--- src/rtl/lsu_mem_stage_if.sv ---
// Data-memory request/grant/response bus between the LSU memory stage (master) and data memory (slave).
interface lsu_mem_stage_if #(
  parameter int XLEN = 32
);
  logic            req;
  logic            we;
  logic [3:0]      be;
  logic [XLEN-1:0] addr;
  logic [XLEN-1:0] wdata;
  logic            gnt;
  logic            rvalid;
  logic [XLEN-1:0] rdata;

  modport master (
    output req, we, be, addr, wdata,
    input  gnt, rvalid, rdata
  );

  modport slave (
    input  req, we, be, addr, wdata,
    output gnt, rvalid, rdata
  );
endinterface

--- src/rtl/lsu_mem_stage.sv ---
// LSU memory stage: data-memory handshake, store lane alignment, load extension, one writeback beat per op.
// Optional MISALIGN_TRAP_EN: misaligned half/word accesses report wb_err instead of being force-aligned.
//
//  state | meaning
//  IDLE  | ex_ready high, waiting for an instruction
//  REQ   | dmem_req held with stable bus until dmem_gnt
//  WAIT  | load granted, waiting for dmem_rvalid
//  RESP  | wb_valid pulse, back to IDLE next cycle
module lsu_mem_stage #(
  parameter int XLEN    = 32,
  parameter int TIMEOUT = 255
) (
  input  logic              clk,
  input  logic              rst_n,
  input  logic              ex_valid,
  output logic              ex_ready,
  input  logic [XLEN-1:0]   ex_result,
  input  logic [XLEN-1:0]   ex_wdata,
  input  logic [2:0]        ex_funct3,
  input  logic              ex_load,
  input  logic              ex_store,
  input  logic [4:0]        ex_rd,
  lsu_mem_stage_if.master   dmem,
  output logic              wb_valid,
  output logic              wb_we,
  output logic [4:0]        wb_rd,
  output logic [XLEN-1:0]   wb_data,
  output logic              wb_err
);

  typedef enum logic [1:0] {IDLE, REQ, WAIT, RESP} state_t;

  localparam logic [7:0] TO_LIM = 8'(TIMEOUT);
  localparam bit         TO_EN  = (TIMEOUT != 0);

  state_t          state;
  logic [7:0]      cnt;
  logic [2:0]      fn;
  logic [1:0]      a_q;
  logic [4:0]      rd_q;
  logic            store_q;

  logic [1:0]      a;
  logic            illegal;
  logic            misalign;
  logic [3:0]      be_next;
  logic [XLEN-1:0] wdata_next;
  logic [7:0]      cnt_inc;
  logic            timeout_hit;
  logic [7:0]      byte_v;
  logic [15:0]     half_v;
  logic [XLEN-1:0] load_data;

  assign a           = ex_result[1:0];
  assign cnt_inc     = cnt + 8'd1;
  assign timeout_hit = TO_EN && (cnt_inc == TO_LIM);

  always_comb begin
    illegal = 1'b0;
    if (ex_load && ex_store)
      illegal = 1'b1;
    else if (ex_load && (ex_funct3 == 3'b011 || ex_funct3[2:1] == 2'b11))
      illegal = 1'b1;
    else if (ex_store && ex_funct3 > 3'b010)
      illegal = 1'b1;
  end

`ifdef MISALIGN_TRAP_EN
  assign misalign = (ex_load || ex_store) &&
                    ((ex_funct3[1:0] == 2'b01 && a[0]) || (ex_funct3[1:0] == 2'b10 && a != 2'b00));
`else
  assign misalign = 1'b0;
`endif

  // Half accesses use a[1] only, so without the trap the low bit is simply dropped.
  always_comb begin
    be_next    = 4'b1111;
    wdata_next = ex_wdata;
    case (ex_funct3[1:0])
      2'b00: begin
        be_next    = 4'b0001 << a;
        wdata_next = {4{ex_wdata[7:0]}};
      end
      2'b01: begin
        be_next    = 4'b0011 << {a[1], 1'b0};
        wdata_next = {2{ex_wdata[15:0]}};
      end
      default: ;
    endcase
  end

  always_comb begin
    byte_v    = dmem.rdata[{a_q, 3'b000} +: 8];
    half_v    = a_q[1] ? dmem.rdata[31:16] : dmem.rdata[15:0];
    load_data = dmem.rdata;
    case (fn)
      3'b000:  load_data = {{24{byte_v[7]}}, byte_v};
      3'b100:  load_data = {24'd0, byte_v};
      3'b001:  load_data = {{16{half_v[15]}}, half_v};
      3'b101:  load_data = {16'd0, half_v};
      default: ;
    endcase
  end

  always_ff @(posedge clk or negedge rst_n) begin
    if (!rst_n) begin
      state      <= IDLE;
      ex_ready   <= 1'b1;
      cnt        <= 8'd0;
      fn         <= 3'd0;
      a_q        <= 2'd0;
      rd_q       <= 5'd0;
      store_q    <= 1'b0;
      dmem.req   <= 1'b0;
      dmem.we    <= 1'b0;
      dmem.be    <= 4'd0;
      dmem.addr  <= '0;
      dmem.wdata <= '0;
      wb_valid   <= 1'b0;
      wb_we      <= 1'b0;
      wb_rd      <= 5'd0;
      wb_data    <= '0;
      wb_err     <= 1'b0;
    end else begin
      case (state)
        IDLE: begin
          if (ex_valid) begin
            ex_ready <= 1'b0;
            fn       <= ex_funct3;
            a_q      <= a;
            rd_q     <= ex_rd;
            store_q  <= ex_store;
            if (illegal || misalign) begin
              state    <= RESP;
              wb_valid <= 1'b1;
              wb_we    <= 1'b0;
              wb_rd    <= ex_rd;
              wb_data  <= '0;
              wb_err   <= 1'b1;
            end else if (ex_load || ex_store) begin
              state      <= REQ;
              cnt        <= 8'd0;
              dmem.req   <= 1'b1;
              dmem.we    <= ex_store;
              dmem.be    <= be_next;
              dmem.addr  <= {ex_result[XLEN-1:2], 2'b00};
              dmem.wdata <= ex_store ? wdata_next : '0;
            end else begin
              state    <= RESP;
              wb_valid <= 1'b1;
              wb_we    <= (ex_rd != 5'd0);
              wb_rd    <= ex_rd;
              wb_data  <= ex_result;
              wb_err   <= 1'b0;
            end
          end
        end
        REQ: begin
          cnt <= cnt_inc;
          if (dmem.gnt || timeout_hit) begin
            dmem.req   <= 1'b0;
            dmem.we    <= 1'b0;
            dmem.be    <= 4'd0;
            dmem.addr  <= '0;
            dmem.wdata <= '0;
          end
          if (dmem.gnt) begin
            if (store_q) begin
              state    <= RESP;
              wb_valid <= 1'b1;
              wb_we    <= 1'b0;
              wb_rd    <= rd_q;
              wb_data  <= '0;
              wb_err   <= 1'b0;
            end else begin
              state <= WAIT;
            end
          end else if (timeout_hit) begin
            state    <= RESP;
            wb_valid <= 1'b1;
            wb_we    <= 1'b0;
            wb_rd    <= rd_q;
            wb_data  <= '0;
            wb_err   <= 1'b1;
          end
        end
        WAIT: begin
          cnt <= cnt_inc;
          if (dmem.rvalid) begin
            state    <= RESP;
            wb_valid <= 1'b1;
            wb_we    <= (rd_q != 5'd0);
            wb_rd    <= rd_q;
            wb_data  <= load_data;
            wb_err   <= 1'b0;
          end else if (timeout_hit) begin
            state    <= RESP;
            wb_valid <= 1'b1;
            wb_we    <= 1'b0;
            wb_rd    <= rd_q;
            wb_data  <= '0;
            wb_err   <= 1'b1;
          end
        end
        RESP: begin
          state    <= IDLE;
          ex_ready <= 1'b1;
          wb_valid <= 1'b0;
          wb_we    <= 1'b0;
          wb_rd    <= 5'd0;
          wb_data  <= '0;
          wb_err   <= 1'b0;
        end
        default: state <= IDLE;
      endcase
    end
  end

endmodule

--- src/flat_wrapper.sv ---
// flat-port wrapper written by rule: the top's interface ports become plain ports
module lsu_mem_stage_flat 
#(
  parameter int XLEN    = 32,
  parameter int TIMEOUT = 255
)
  (clk, rst_n, ex_valid, ex_ready, ex_result, ex_wdata, ex_funct3, ex_load, ex_store, ex_rd, wb_valid, wb_we, wb_rd, wb_data, wb_err, dmem_req, dmem_we, dmem_be, dmem_addr, dmem_wdata, dmem_gnt, dmem_rvalid, dmem_rdata);
  lsu_mem_stage_if #(.XLEN(XLEN)) dmem_i ();
  input  logic clk;
  input  logic rst_n;
  input  logic ex_valid;
  output logic ex_ready;
  input  logic [XLEN-1:0] ex_result;
  input  logic [XLEN-1:0] ex_wdata;
  input  logic [2:0] ex_funct3;
  input  logic ex_load;
  input  logic ex_store;
  input  logic [4:0] ex_rd;
  output logic wb_valid;
  output logic wb_we;
  output logic [4:0] wb_rd;
  output logic [XLEN-1:0] wb_data;
  output logic wb_err;
  output wire logic [$bits(dmem_i.req)-1:0] dmem_req;
  output wire logic [$bits(dmem_i.we)-1:0] dmem_we;
  output wire logic [$bits(dmem_i.be)-1:0] dmem_be;
  output wire logic [$bits(dmem_i.addr)-1:0] dmem_addr;
  output wire logic [$bits(dmem_i.wdata)-1:0] dmem_wdata;
  input wire logic [$bits(dmem_i.gnt)-1:0] dmem_gnt;
  input wire logic [$bits(dmem_i.rvalid)-1:0] dmem_rvalid;
  input wire logic [$bits(dmem_i.rdata)-1:0] dmem_rdata;
  assign dmem_req = dmem_i.req;
  assign dmem_we = dmem_i.we;
  assign dmem_be = dmem_i.be;
  assign dmem_addr = dmem_i.addr;
  assign dmem_wdata = dmem_i.wdata;
  assign dmem_i.gnt = dmem_gnt;
  assign dmem_i.rvalid = dmem_rvalid;
  assign dmem_i.rdata = dmem_rdata;
  lsu_mem_stage #(.XLEN(XLEN), .TIMEOUT(TIMEOUT)) u_core (.clk(clk), .rst_n(rst_n), .ex_valid(ex_valid), .ex_ready(ex_ready), .ex_result(ex_result), .ex_wdata(ex_wdata), .ex_funct3(ex_funct3), .ex_load(ex_load), .ex_store(ex_store), .ex_rd(ex_rd), .dmem(dmem_i), .wb_valid(wb_valid), .wb_we(wb_we), .wb_rd(wb_rd), .wb_data(wb_data), .wb_err(wb_err));
endmodule
--- config.mk ---
export PLATFORM = sky130hd
export DESIGN_NAME = lsu_mem_stage_flat
export DESIGN_NICKNAME = d
export VERILOG_FILES = /design/src/rtl/lsu_mem_stage_if.sv /design/src/rtl/lsu_mem_stage.sv /design/src/flat_wrapper.sv
export SDC_FILE = /design/constraint.sdc
export NUM_CORES = 1
export LEC_CHECK = 0
export CAP_MARGIN = 25
export CORE_MARGIN = 2
export CORE_UTILIZATION = 47
export CTS_CLUSTER_DIAMETER = 50
export CTS_CLUSTER_SIZE = 25
export DETAILED_ROUTE_END_ITERATION = 6
export PLACE_DENSITY = 0.87
export SYNTH_ARGS = -nofsm -noshare
export SYNTH_HDL_FRONTEND = slang
export SYNTH_SLANG_ARGS = --single-unit
--- constraint.sdc ---
create_clock -name clk -period 2.5 [get_ports clk]
set_input_delay 0.5 -clock clk [delete_from_list [all_inputs] [get_ports clk]]
set_output_delay 0.5 -clock clk [all_outputs]
set_load 0.03 [all_outputs]
After elaboration in Yosys (flattened, before gate mapping) --
Cells that the tools add are included.
Word-level totals: register bits after elaboration 132, input bits 111, output and inout bits 111, logic and storage cells 142
Cells by class: add/subtract/negate cells 1, order comparisons 1, eq/ne operators 16, shifts and indexed selects 3, mux-type cells 84, reductions and logical operators 20
Operator list (number):
- $mux W32 | 15
- $pmux W32 S4 | 2
- $pmux W32 S2 | 3
- $mux W5 | 7
- $mux W1 | 32
- $shiftx A32 B6 Y8 | 1
- $mux W8 | 3
- $pmux W5 S4 | 1
- $mux W16 | 1
- $mux W4 | 4
- $pmux W4 S2 | 2
- $pmux W8 S2 | 1
- $mux W2 | 6
- $pmux W1 S4 | 3
- $reduce_bool A5 Y1 | 2
- $add A8 B1 Y8 const B | 1
- $eq A8 B8 Y1 const B | 1
- $pmux W2 S4 | 1
- $eq A2 B2 Y1 const B | 3
- $eq A3 B3 Y1 const B | 2
- $ne A3 B2 Y1 const B | 2
- $pmux W1 S2 | 3
- $reduce_bool A2 Y1 | 3
- $reduce_and A5 Y1 | 1
- other kinds (16) | 25

Logic depth before layout (Yosys ltp) --
Gate-level depths: netlist of run 1.
depth after elaboration 8, gate-level depth with buffers 9, gate-level depth less buffers 7

Least setup slack after synthesis of run 1 --
No wires, ideal clock.
path type register to register, start point register u_core.cnt[0], end point register u_core.dmem.be[0], library setup time 0.118 ns, arrival time 2.134 ns, required time 2.382 ns, path slack 0.248 ns, stages on the path, launching flop included 10, path buffers 3, period minus slack after synthesis 2.252 ns, cell sequence dfrtp_1 > ha_1 > and3_1 > clkbuf_1 > mux2i_1 > o221ai_2 > a21o_1 > buf_4 > buf_4 > a21o_1
On the way: word-level cells in the longest chain between the ends 5
RTL lines:
- start, declared | line lsu_mem_stage.sv:37 | logic [7:0] cnt;
- start signal, assigned | line lsu_mem_stage.sv:159 | cnt <= cnt_inc;
- start signal, assigned | line lsu_mem_stage.sv:188 | cnt <= cnt_inc;
- $add A8 B1 Y8 | line lsu_mem_stage.sv:55 | assign cnt_inc = cnt + 8'd1;
- $eq A8 B8 Y1 | line lsu_mem_stage.sv:56 | assign timeout_hit = TO_EN && (cnt_inc == TO_LIM);
- $logic_or A1 B1 Y1 | line lsu_mem_stage.sv:160 | if (dmem.gnt || timeout_hit) begin
- $ne A2 B1 Y1 (no source line)
- $reduce_and A5 Y1 (no source line)
- end signal, assigned | line lsu_mem_stage.sv:145 | dmem.be <= be_next;
- end, declared | line lsu_mem_stage_if.sv:15 | output req, we, be, addr, wdata,
Every way passes these cells. A chain may end at the register's enable or synchronous reset.

Worst setup path in the final report of run 1 --
start point register u_core.cnt[1], end point register u_core.dmem.addr[6]
On the way: word-level cells in the longest chain between the ends 5
RTL lines:
- $add A8 B1 Y8 | line lsu_mem_stage.sv:55
- $eq A8 B8 Y1 | line lsu_mem_stage.sv:56
- $logic_or A1 B1 Y1 | line lsu_mem_stage.sv:160
- $ne A2 B1 Y1 (no source line)
- $reduce_and A5 Y1 (no source line)
- end signal, assigned | line lsu_mem_stage.sv:146 | dmem.addr <= {ex_result[XLEN-1:2], 2'b00};
- end, declared | line lsu_mem_stage_if.sv:15
Every way passes these cells.

==> run metrics, run 1 <==
outcome=completed; Die H=about 130 µm; Crit path largest cell delay=around 0.38 ns; Layout Cells excl Fill=~1100; largest cells by area after synthesis=dfrtp_1 46%, a22o_1 7.2%, mux2i_1 4.2%; final hold vios=0; Worst-Skew Late Latency=0.42 ns; EDFF count, synth=0; setup tns final=0 ns; Final min period=2.315 ns; share of the synthesized area in the top cell type=between 40% and 50%; Worst IR Drop VDD=about 0.76 mV; DRT antenna net count=0; Worst setup SP type=register; setup violators final=0; actual slew at the worst max-slew pin=around 0.65 ns; CTS buffer count=17; first-pass GRT wire length=roughly 37000 µm; sequential area share after synthesis=~47%; P per Cell Area=between 1000 and 1500 nW/µm²; RSZ-0062 raised after global routing=false; Hold Worst Slack=~0.013 ns; total clock sinks=130; Critical Path Fanout Max=23; total wire length=about 23000 µm; ys flop type=dfrtp_1; fraction of registers with async set/reset=100.0%; Overflow after GRT=0; Cell Area, Synth=6982 µm²; Min-Delay Path Class=in2async; Vias=6912; core area=14530 µm²; DIE AREA=around 16000 µm²; Antenna Cells=0; Max Clock Freq=around 430 MHz; DRT Pass-1 Iters=5; Final period util=92.60%; Routed WL per cell=20.46 µm; Leakage=between 0.004 and 0.005 µW; number of global-route vias before repair=just under 7000; Initial Util=48.04%; Worst Path Required=about 2.8 ns; routability congestion estimate=0.9390; crit path capture type=register; io pins=222; DP HPWL=~17000 µm; Mapped Cells=696; Port Buffers=around 220; Synth Register Bits=130; Core Rows=44; Avg Synthesized Cell Area=10.03 µm²; Clock Path Buffers=2; CP max-delay cell=mux2i_1; Total Power=approximately 14000 µW; most instantiated cells after synthesis=129 x dfrtp_1, 71 x nand2_1, 57 x a22o_1; initial DRC count=741; CP arrival=around 2.6 ns; Die Width=125.9 µm; final net count=~1100; initial antenna violation count=0; Area Growth Syn to Fin=48.39%; dpl cells=1107; Clk Tree Root Cell=clkbuf_16; post-route clock skew=0.01150 ns; Post-DP Area=about 9700 µm²; via-per-instance ratio=6.074; H-Tree Depth=4; postcts setup bufs=0; CTS tree=built; largest net degree at the start of global routing=50; # DRC=0; Critical Path, Cell by Cell=ha_1 -> and3_1 -> mux2i_1 -> o221ai_2 -> a21o_2 -> buf_4 -> a22o_1; final instance area=between 10000 and 15000 µm²; Synth cell types=63; CTS clk-pin slew, worst paths=approximately 0.060 ns; Yosys warning total=0; max cap viols=0; share of post-route cells with drive strength above 1=about an eighth; CP Class=reg2reg; Worst slew margin=a little under three fifths; Final Slew Violations=0; area leader, netlist=dfrtp_1; top-count cell post-synth=dfrtp_1; Overall Global Routing Usage=29.41%
==> what timing repair did <==
item                                    in CTS  in global routing
gates resized for setup                      0                  1
endpoints found under the setup margin       0                  2
hold buffers                                 0                  0
==> layout by cell type (no fill, tap or decap), types with 6 or more instances in the layout <==
cell type	instances
o21ai_0	34
a21o_1	16
nor3_1	17
buf_12	7
mux2i_1	29
a31oi_1	24
nor2b_1	19
clkdlybuf4s50_1	218
nand2b_1	11
nand2_1	71
o221ai_1	24
bufinv_16	6
ha_1	6
dfrtp_1	129
mux2_2	15
nor2_1	27
o2bb2ai_1	17
clkbuf_16	17
and3b_1	6
buf_4	48
a22o_1	57
a21oi_1	23
inv_1	41
==> power by group <==
group          leakage [µW]  internal (µW)  switching [µW]
Clock              0.000320           1900             972
Combinational       0.00246           3110            4070
Sequential          0.00173           2970             665
Total               0.00451           7980            5700
==> sequential cells by signal, summed over array words and instances, names as in the netlist <==
| register | count |
|---|---|
| u_core.a_q | 2 |
| u_core.cnt | 8 |
| u_core.dmem.addr | 30 |
| u_core.dmem.be | 4 |
| u_core.dmem.req | 1 |
| u_core.dmem.wdata | 32 |
| u_core.dmem.we | 1 |
| u_core.ex_ready | 1 |
| u_core.fn | 3 |
| u_core.rd_q | 5 |
| u_core.state | 2 |
| u_core.store_q | 1 |
| u_core.wb_data | 32 |
| u_core.wb_err | 1 |
| u_core.wb_rd | 5 |
| u_core.wb_valid | 1 |
| u_core.wb_we | 1 |
==> stage by stage <==
stage / setup slack, ns / utilization (%)
2_1_floorplan: 0.2477 / -
3_3_place_gp: -0.1091 / 66.61
3_5_place_dp: -0.1781 / 66.61
4_1_cts: 0.2389 / 71.24
5_1_grt: 0.02572 / 71.28
6_report: 0.1850 / 71.28
==> final cells by class <==
| type | instances | area (µm²) |
|---|---|---|
| clock buffer | 19 | 442.9 |
| clock inverter | 12 | 230.2 |
| fill | 1045 | 4174 |
| inverter | 41 | 153.9 |
| multi-input combinational | 478 | 3354 |
| sequential | 130 | 3254 |
| tap | 184 | 230.2 |
| timing repair buffer | 274 | 2694 |
==> per-layer routing <==
metal	vias up	GRT usage, %	routed length, µm
li1	3109	-	-
met1	3334	38.72	9743
met2	400	46.71	10800
met3	69	8.071	2051
met4	0	10.92	692
met5	-	0	0
==> cells by family after synthesis <==
kind of cell,after synthesis,synth area share (%)
AOI/OAI and AO/OA,251,27.37
and+or+nand+nor,174,12.42
DFF,130,46.61
buffers and inverters,89,5.573
muxes,45,6.900
adders and majority gates,6,1.075
other,1,0.05371
==> critical path, delay by kind of cell (launching register included) <==
family | cells | cell delay, ns
flip-flops | 1 | 0.35
buffers and inverters | 1 | 0.25
AND/OR/NAND/NOR | 1 | 0.28
multiplexers | 1 | 0.38
AO/OA/AOI/OAI | 3 | 0.73
adder cells (fa/ha/maj) | 1 | 0.20
==> path summary, 6_finish.rpt <==
| path | cells past startpoint | slack [ns] | to | start |
|---|---|---|---|---|
| min in group clk | 1 | 0.48 | u_core.dmem.req | u_core.dmem.req |
| setup reg to reg | 7 | 0.19 | u_core.dmem.addr[6] | u_core.cnt[1] |
| hold / removal | 1 | 0.01 | u_core.dmem.addr[19] | rst_n |
| hold reg to reg | 1 | 0.48 | u_core.dmem.req | u_core.dmem.req |
| max in group asynchronous | 2 | 1.82 | u_core.ex_ready | rst_n |
| setup / recovery | 7 | 0.19 | u_core.dmem.addr[6] | u_core.cnt[1] |
(Power assumes the default switching activity.)
==> run 2, diff against run 1 <==
Settings changed: CORE_UTILIZATION 47 to 51, PLACE_DENSITY 0.87 to 0.93, SLEW_MARGIN set to 15.
Clock period 2.5 ns to 2.9 ns, I/O delays scaled along.
==> run metrics, run 2 (same netlist as run 1, synthesis figures left out) <==
outcome=completed; Worst IR Drop VDD=0.6164 mV (-19%); Clk Tree Root Cell=clkbuf_16; via-per-instance ratio=6.271 (+3.2%); Vias=6942 (+0.43%); post-route clock skew=0.009862 ns (-0.001642 ns); FF/Latch Area=3254 µm² (unchanged); CP Class=reg2reg; initial antenna violation count=0 (unchanged); share of post-route cells with drive strength above 1=10.10% (-2.2 points); number of global-route vias before repair=6842 (-0.32%); Initial Util=52.51% (+4.5 points); Worst slew margin=51.89% (-4.5 points); setup violators final=0 (unchanged); P per Cell Area=1134 nW/µm² (-14%); Worst-Skew Late Latency=0.43 ns (about the same); cts hold-fix bufs=0 (unchanged); DRT antenna net count=0 (unchanged); CP arrival=2.81 ns (+0.19 ns); Min-Delay Path Class=in2async; actual slew at the worst max-slew pin=0.7156 ns (+0.06685 ns); Routed WL per cell=20.61 µm (+0.74%); commonest cells after routing, fill and taps aside=218 x clkdlybuf4s50_1, 129 x dfrtp_1, 71 x nand2_1; final net count=1035 (-2.3%); Core Rows=42 (-4.5%); max cap viols=0 (unchanged); crit path capture type=register; final hold vios=0 (unchanged); CTS tree=built; DP HPWL=16200 µm (-3.1%); H-Tree Depth=4 (unchanged); FILL cells=895 (-14%); setup tns final=0 ns (unchanged); Final period util=86.43% (-6.2 points); initial DRC count=826 (+11%); postcts setup bufs=0 (unchanged); Area Growth Syn to Fin=44.37%; Final Slew Violations=0 (unchanged); RSZ-0062 raised after global routing=false; area of the multi-input gates=3348 µm² (-0.19%); Leakage=0.004371 µW (-3.1%); Overflow after GRT=0 (unchanged); Max Clock Freq=399.0 MHz (-7.6%); io pins=222 (unchanged); Final min period=2.507 ns (+0.1916 ns); Die Width=121 µm (-3.9%); Port Buffers=219 (unchanged); core area=13300 µm² (-8.5%); Critical Path Fanout Max=51 (+120%); first-pass GRT wire length=36050 µm (-2.4%); post_cts resized=0 (unchanged); Largest regs=u_core.dmem.wdata x32, u_core.wb_data x32, u_core.dmem.addr x30; Clock Path Buffers=2 (unchanged); commonest non-fill, non-tap cell in the layout=clkdlybuf4s50_1; total wire length=22820 µm (-2.0%); Antenna Cells=0 (unchanged); routability congestion estimate=0.9082 (-3.3%); Die H=121 µm (-3.9%); Worst Path Required=3.21 ns (+0.41 ns); Overall Global Routing Usage=31.68% (+2.3 points); DRT Pass-1 Iters=5 (unchanged); # DRC=0 (unchanged); total clock sinks=130 (unchanged); CTS buffer count=17 (unchanged); CTS clk-pin slew, worst paths=0.06 ns (about the same); Worst setup SP type=register; DIE AREA=14640 µm² (-7.6%); largest net degree at the start of global routing=69 (+38%); Total Power=11430 µW (-16%)
==> run 2: changes by cell type in the layout (fill, tap and decap cells not counted) <==
cell        change
o221ai_2        -1
buf_12          -3
clkbuf_1        -1
buf_4          -21
clkinv_2        +5
o221ai_1        +1
bufinv_16       -2
clkinvlp_4      -1
inv_6           -1
clkinv_4        +1
==> run 2: metrics by stage <==
step,cell area [µm²],utilization [%],hold WS [ns],setup WS (ns),std cells
final,10080,75.81,0.1636,0.3934,1107
after global routing,10080,75.81,0.2045,0.2655,1107
after CTS,10080,75.81,0.1878,0.4241,1107
after detailed placement,9453,71.10,0.4662,0.08990,1075
after global placement,9453,71.10,0.4582,0.2132,1075
after floorplan,6985,-,0.2844,0.5985,697
==> run 2: final timing paths <==
kind / from / endpoint / slack (ns) / depth (start not counted)
worst max register to register: u_core.cnt[0] / u_core.dmem.wdata[5] / 0.39 / 7
worst max-delay path: u_core.cnt[0] / u_core.dmem.wdata[5] / 0.39 / 7
worst min register to register: u_core.dmem.wdata[9] / u_core.dmem.wdata[9] / 0.48 / 1
min in group clk: u_core.dmem.wdata[9] / u_core.dmem.wdata[9] / 0.48 / 1
worst min-delay path: rst_n / u_core.wb_data[27] / 0.16 / 1
max in group asynchronous: rst_n / u_core.dmem.wdata[8] / 2.02 / 2
==> run 2: area by class of cell <==
class / instances / area share, %
multi-input cells: 478 / 33.22
flip-flops and latches: 130 / 32.29
repair buffers: 250 / 24.57
clock buffers: 18 / 4.357
well taps: 176 / 2.185
clock inverters: 14 / 1.862
inverters: 41 / 1.527
==> run 2: layer usage <==
layer | routed length [µm] | share of wire, % | global-route usage (%)
met1 | 8873 | 39 | 39.97
met2 | 10600 | 46 | 50.00
met3 | 2580 | 11 | 9.539
met4 | 768 | 3.4 | 14.68
met5 | 0 | 0 | 0
==> run 2: worst max-delay path: stages, from the launching register on <==
cell and delay (ns):
dfrtp_1 0.45, ha_1 0.25, and3_1 0.27, mux2i_1 0.33, o221ai_2 0.30, a21o_2 0.30, buf_12 0.18, a22o_1 0.27
==> run 2: power breakdown <==
group / internal [µW] / leakage [µW] / switching (µW) / total [µW]
Sequential: 2560 / 0.00173 / 617 / 3180
Combinational: 2530 / 0.00233 / 3430 / 5970
Clock: 1460 / 0.000309 / 831 / 2290
